==> src/rtl/pll_reset_sequencer.sv <==
// pll_reset_sequencer: synchronizes and filters the PLL lock flag, then holds
// the 50 MHz domain reset for HOLD_CYCLES before releasing it. Lock loss while
// running re-asserts the reset immediately.
// Optional macro PLL_RESET_LOSS_COUNT_EN adds a saturating lock-loss counter
// (lock_loss_count port).
module pll_reset_sequencer #(
    parameter int LOCK_FILTER = 16,
    parameter int HOLD_CYCLES = 32,
    parameter int CNT_W       = 8
) (
    input  logic             clk,
    input  logic             reset,
    input  logic             pll_locked,
    output logic             reset_out,
    output logic             ready,
    output logic [2:0]       state_dbg
`ifdef PLL_RESET_LOSS_COUNT_EN
    ,
    output logic [CNT_W-1:0] lock_loss_count
`endif
);

    typedef enum logic [2:0] {
        WAIT_LOCK = 3'd0,
        FILTER    = 3'd1,
        HOLD      = 3'd2,
        RUN       = 3'd3
    } state_e;

    localparam int FILT_W = $clog2(LOCK_FILTER + 1);
    localparam int HOLD_W = $clog2(HOLD_CYCLES + 1);
    localparam logic [FILT_W-1:0] FILT_MAX = FILT_W'(LOCK_FILTER);
    localparam logic [HOLD_W-1:0] HOLD_MAX = HOLD_W'(HOLD_CYCLES);

    // State register is plain logic so illegal codes 4-7 are representable.
    logic [2:0]        state_q;
    state_e            state_d;
    logic [1:0]        sync_q, sync_d;
    logic [FILT_W-1:0] filt_cnt_q, filt_cnt_d;
    logic [HOLD_W-1:0] hold_cnt_q, hold_cnt_d;
    logic              reset_out_q, reset_out_d;
    logic              ready_q, ready_d;
    logic              lock_s;

    assign lock_s = sync_q[1];

    // Next state, counters and registered outputs; counters are cleared on
    // every exit so no credit carries into a later attempt.
    always_comb begin
        sync_d     = {sync_q[0], pll_locked};
        state_d    = WAIT_LOCK;
        filt_cnt_d = filt_cnt_q;
        hold_cnt_d = hold_cnt_q;
        case (state_q)
            WAIT_LOCK: begin
                filt_cnt_d = '0;
                hold_cnt_d = '0;
                if (lock_s) begin
                    state_d    = FILTER;
                    filt_cnt_d = FILT_W'(1);
                end
            end
            FILTER: begin
                if (!lock_s) begin
                    state_d    = WAIT_LOCK;
                    filt_cnt_d = '0;
                end else if (filt_cnt_q == FILT_MAX) begin
                    state_d    = HOLD;
                    filt_cnt_d = '0;
                    hold_cnt_d = HOLD_W'(1);
                end else begin
                    state_d    = FILTER;
                    filt_cnt_d = filt_cnt_q + FILT_W'(1);
                end
            end
            HOLD: begin
                if (!lock_s) begin
                    state_d    = WAIT_LOCK;
                    hold_cnt_d = '0;
                end else if (hold_cnt_q == HOLD_MAX) begin
                    state_d    = RUN;
                    hold_cnt_d = '0;
                end else begin
                    state_d    = HOLD;
                    hold_cnt_d = hold_cnt_q + HOLD_W'(1);
                end
            end
            RUN: begin
                state_d = lock_s ? RUN : WAIT_LOCK;
            end
            default: begin
                state_d    = WAIT_LOCK;
                filt_cnt_d = '0;
                hold_cnt_d = '0;
            end
        endcase
        reset_out_d = (state_d != RUN);
        ready_d     = (state_d == RUN);
    end

    // State, synchronizer and output flops; reset_out asserts asynchronously.
    always_ff @(posedge clk or posedge reset) begin
        if (reset) begin
            state_q     <= WAIT_LOCK;
            sync_q      <= '0;
            filt_cnt_q  <= '0;
            hold_cnt_q  <= '0;
            reset_out_q <= 1'b1;
            ready_q     <= 1'b0;
        end else begin
            state_q     <= state_d;
            sync_q      <= sync_d;
            filt_cnt_q  <= filt_cnt_d;
            hold_cnt_q  <= hold_cnt_d;
            reset_out_q <= reset_out_d;
            ready_q     <= ready_d;
        end
    end

    assign reset_out = reset_out_q;
    assign ready     = ready_q;
    assign state_dbg = state_q;

`ifdef PLL_RESET_LOSS_COUNT_EN
    logic [CNT_W-1:0] loss_cnt_q, loss_cnt_d;

    // Count RUN->WAIT_LOCK transitions, saturating at all-ones.
    always_comb begin
        loss_cnt_d = loss_cnt_q;
        if (state_q == RUN && !lock_s && loss_cnt_q != '1)
            loss_cnt_d = loss_cnt_q + CNT_W'(1);
    end

    // Lock-loss counter register; cleared only by reset.
    always_ff @(posedge clk or posedge reset) begin
        if (reset) loss_cnt_q <= '0;
        else       loss_cnt_q <= loss_cnt_d;
    end

    assign lock_loss_count = loss_cnt_q;
`endif

endmodule

==> config.mk <==
export PLATFORM = sky130hd
export DESIGN_NAME = pll_reset_sequencer
export DESIGN_NICKNAME = d
export VERILOG_FILES = /design/src/rtl/pll_reset_sequencer.sv
export SDC_FILE = /design/constraint.sdc
export NUM_CORES = 1
export LEC_CHECK = 0
export BUFFER_PORTS_ARGS = -buffer_cell sky130_fd_sc_hd__buf_2
export CORE_MARGIN = 2
export CORE_UTILIZATION = 60
export DETAILED_ROUTE_END_ITERATION = 8
export PLACE_DENSITY = 0.8
export SLEW_MARGIN = 10
export SYNTH_ARGS = -nofsm -noshare
export SYNTH_HDL_FRONTEND = slang
export SYNTH_SLANG_ARGS = --single-unit
export TNS_END_PERCENT = 20
==> constraint.sdc <==
create_clock -name clk -period 2.59 [get_ports clk]
set_clock_uncertainty 0.05 [all_clocks]
set_input_delay 0.3885 -clock clk [delete_from_list [all_inputs] [get_ports clk]]
set_output_delay 0.3885 -clock clk [all_outputs]
set_load 0.03 [all_outputs]
==> run metrics <==
most area-consuming cells after synthesis=dfrtp_1 (42%), ha_1 (11%), nand2_1 (3.6%), o21ai_0 (3.2%), inv_1 (3.2%); number of detailed-routing iterations run before antenna repair=4; clock buffers created by TritonCTS=3; number of violations of the max-capacitance limit=0; number of buffers inserted to repair setup after CTS=0; Iteration-0 DRC Markers=23; ports placed on the boundary=8; Remaining Overflow, GRT=0; die footprint=1910 um^2; Via Count=700; type of the setup path with the least slack=reg -> reg; Setup violations, final=0; commonest cells after routing, fill and taps aside=dfrtp_1 (16), nand2_1 (9), inv_1 (8), ha_1 (8); layout cell share with drive strength beyond 1=14.00%; worst reg2reg path depth=5; # H-tree levels=1; total of flip-flops plus latches after synthesis=17; required time reported for the critical path endpoint=2.72 ns; crit path max-delay cell type=dfrtp_1; Max Fclk=554.7 MHz; mean instance size in the synthesized netlist=10.28 um^2; Finished Layout Cells=116; Fin Hold WS=0.09522 ns; final routed DRC violation total=0; most common cell after layout, fill and taps aside=dfrtp_1; netlist area before placement=945.9 um^2; die boundary height=43.71 um; library cell appearing most often on the critical path=nor2_1; total power divided by cell area=462.0 nW/um^2; top cell type by total area after synthesis=dfrtp_1; total placed cells including tap cells=112; number of distinct standard cells referenced by the synthesized netlist=32; status=finished, final reports clean; filler instances=109; crit path capture type=flop; total wirelength of the detailed-routed design=1.663 mm; die width=43.71 um; via count of the first global-routing pass=673; area of the core region=1489 um^2; Min-Delay Path Class=in -> async; clock sink count=17; RD Place Congestion=0.7848; site row count=14; worst flop-to-flop path startpoint=state_dbg[0]; post-cts resize count=0; signed area change from the synthesized netlist to the final layout=6.746%; ordered list of cells on the worst path=inv_1 > ha_1 > nor2_1 > a21boi_0 > nor2_1; remaining antenna violation count after routing=0; overall routing resource usage=21.17%; worst flop-to-flop path endpoint=filt_cnt_q[2]; number of buffers added on ports=6; Inserted Diodes=0; post-route total power=0.4665 mW; worst-path fanout max=9; number of warnings printed during yosys synthesis=0; effective utilization at floorplan=63.53%; first-pass GRT wire length=2.932 mm; Max-Slew Margin vs Limit=59.37%; Crit path arrival time=1.93 ns; Cells after Synth=92; register area share after synthesis=45.11%; Static Leakage=0.4631 nW; number of nets in the layout=112; wire per inst=14.34 um; CTS tree=built; pin count of the biggest net entering global routing=18; number of hold buffers added after cts=0; Clock Root Buffer=clkbuf_4; initial antenna violation count=0; register-to-register setup slack=0.79 ns; number of buffers on the longest clock path=2; clock latency of the later-clocked register in the worst-skew pair=0.30 ns; transition time at the pin with the least slew margin=0.6088 ns; count of final max-slew check failures=0; average vias per placed instance=6.034; Clk pin slew, worst setup/hold paths=0.10 ns; unrepaired setup endpoints after global routing=false; shortest clock period the worst path allows after layout=1.803 ns; share of the synthesized area in the top cell type=42.33%; summed negative setup slack over all endpoints=0 ns; share of the cycle needed by the critical path after routing=69.60%; largest voltage drop on the vdd net=0.0004014 V; post-detail-place hpwl=1.256 mm; Post-Synthesis Net Count=103; startpoint class of the critical path=flop; slowest cell delay on critical path=0.41 ns; number of hold violations in the final report=0
worst max-delay path: cells and delay by family (launching register included):
kind	cells	cell delay (ns)
flops	1	0.41
simple gates	2	0.51
compound gates	1	0.40
buf+inv	1	0.08
fa+ha+maj	1	0.25
Yosys cell counts, drive strengths merged:
cell type	n
o31ai	2
and4bb	1
nand4b	1
o22ai	1
buf	2
dfstp	1
nand3	5
a211o	1
nor2b	1
a21boi	2
a211oi	3
o21ai	7
o41a	1
a31oi	1
and2	1
xor2	3
ha	8
or4	1
dfrtp	16
a21oi	2
conb	1
inv	8
nor2	5
nand2	9
nor4b	1
and3	4
nand4	3
nand2b	1
how the worst max path moves through the flow:
stage | cells after the start | end | from
after floorplan | 5 | filt_cnt_q[2] | state_dbg[0]
after global placement | 6 | ready | hold_cnt_q[0]
after detailed placement | 6 | hold_cnt_q[3] | filt_cnt_q[0]
after CTS | 5 | filt_cnt_q[2] | state_dbg[0]
after global routing | 5 | filt_cnt_q[4] | state_dbg[0]
final | 5 | filt_cnt_q[2] | state_dbg[0]
sequential cells by signal, indices dropped and copies added, names as in the netlist:
signal	cells
hold_cnt_q	6
filt_cnt_q	5
state_dbg	2
sync_q	2
ready	1
reset_out	1
cells by family (layout without fill, tap and decap cells):
kind of cell	after synthesis	in the layout	synth area share, %
DFF	17	17	45.11
buffers and inverters	10	18	4.497
AOI/OAI and AO/OA	20	20	15.87
and+or+nand+nor	33	33	20.77
other	1	1	0.3964
adders and majority gates	8	8	10.58
xor gates and xnor gates	3	3	2.778
area by class of cell:
type	instances	area (um^2)	area share, %
Tap cell	16	20.02	1.983
Clock buffer	4	26.28	2.602
Inverter	8	30.03	2.974
Timing Repair Buffer	6	30.03	2.974
Multi-Input combinational cell	65	476.7	47.21
Sequential cell	17	426.7	42.26
report_power, final:
part	switching [mW]	leakage (nW)	total (mW)	internal [mW]
registers	0.00795	0.225	0.279	0.271
clock network	0.0830	0.0150	0.143	0.0601
logic	0.0288	0.223	0.0442	0.0154
total	0.120	0.463	0.467	0.347
metal layers:
layer / share of wire, % / vias to the layer above / wire, um / track usage (%)
met5: 0 / - / 0 / 0
met4: 2.6 / 0 / 44 / 9.091
met3: 3.4 / 7 / 57 / 5.000
met2: 45 / 18 / 745 / 33.24
met1: 49 / 339 / 816 / 28.10
li1: - / 336 / - / -
metrics by stage:
step                cell area (um^2)  setup WS, ns  util [%]
floorplan                      945.9        0.8259         -
global placement               983.4        0.8845     66.05
detailed placement             983.4        0.8444     66.05
CTS                             1010        0.7831     67.82
global route                    1010        0.5330     67.82
finish                          1010        0.7874     67.82
(Power assumes the default switching activity.)
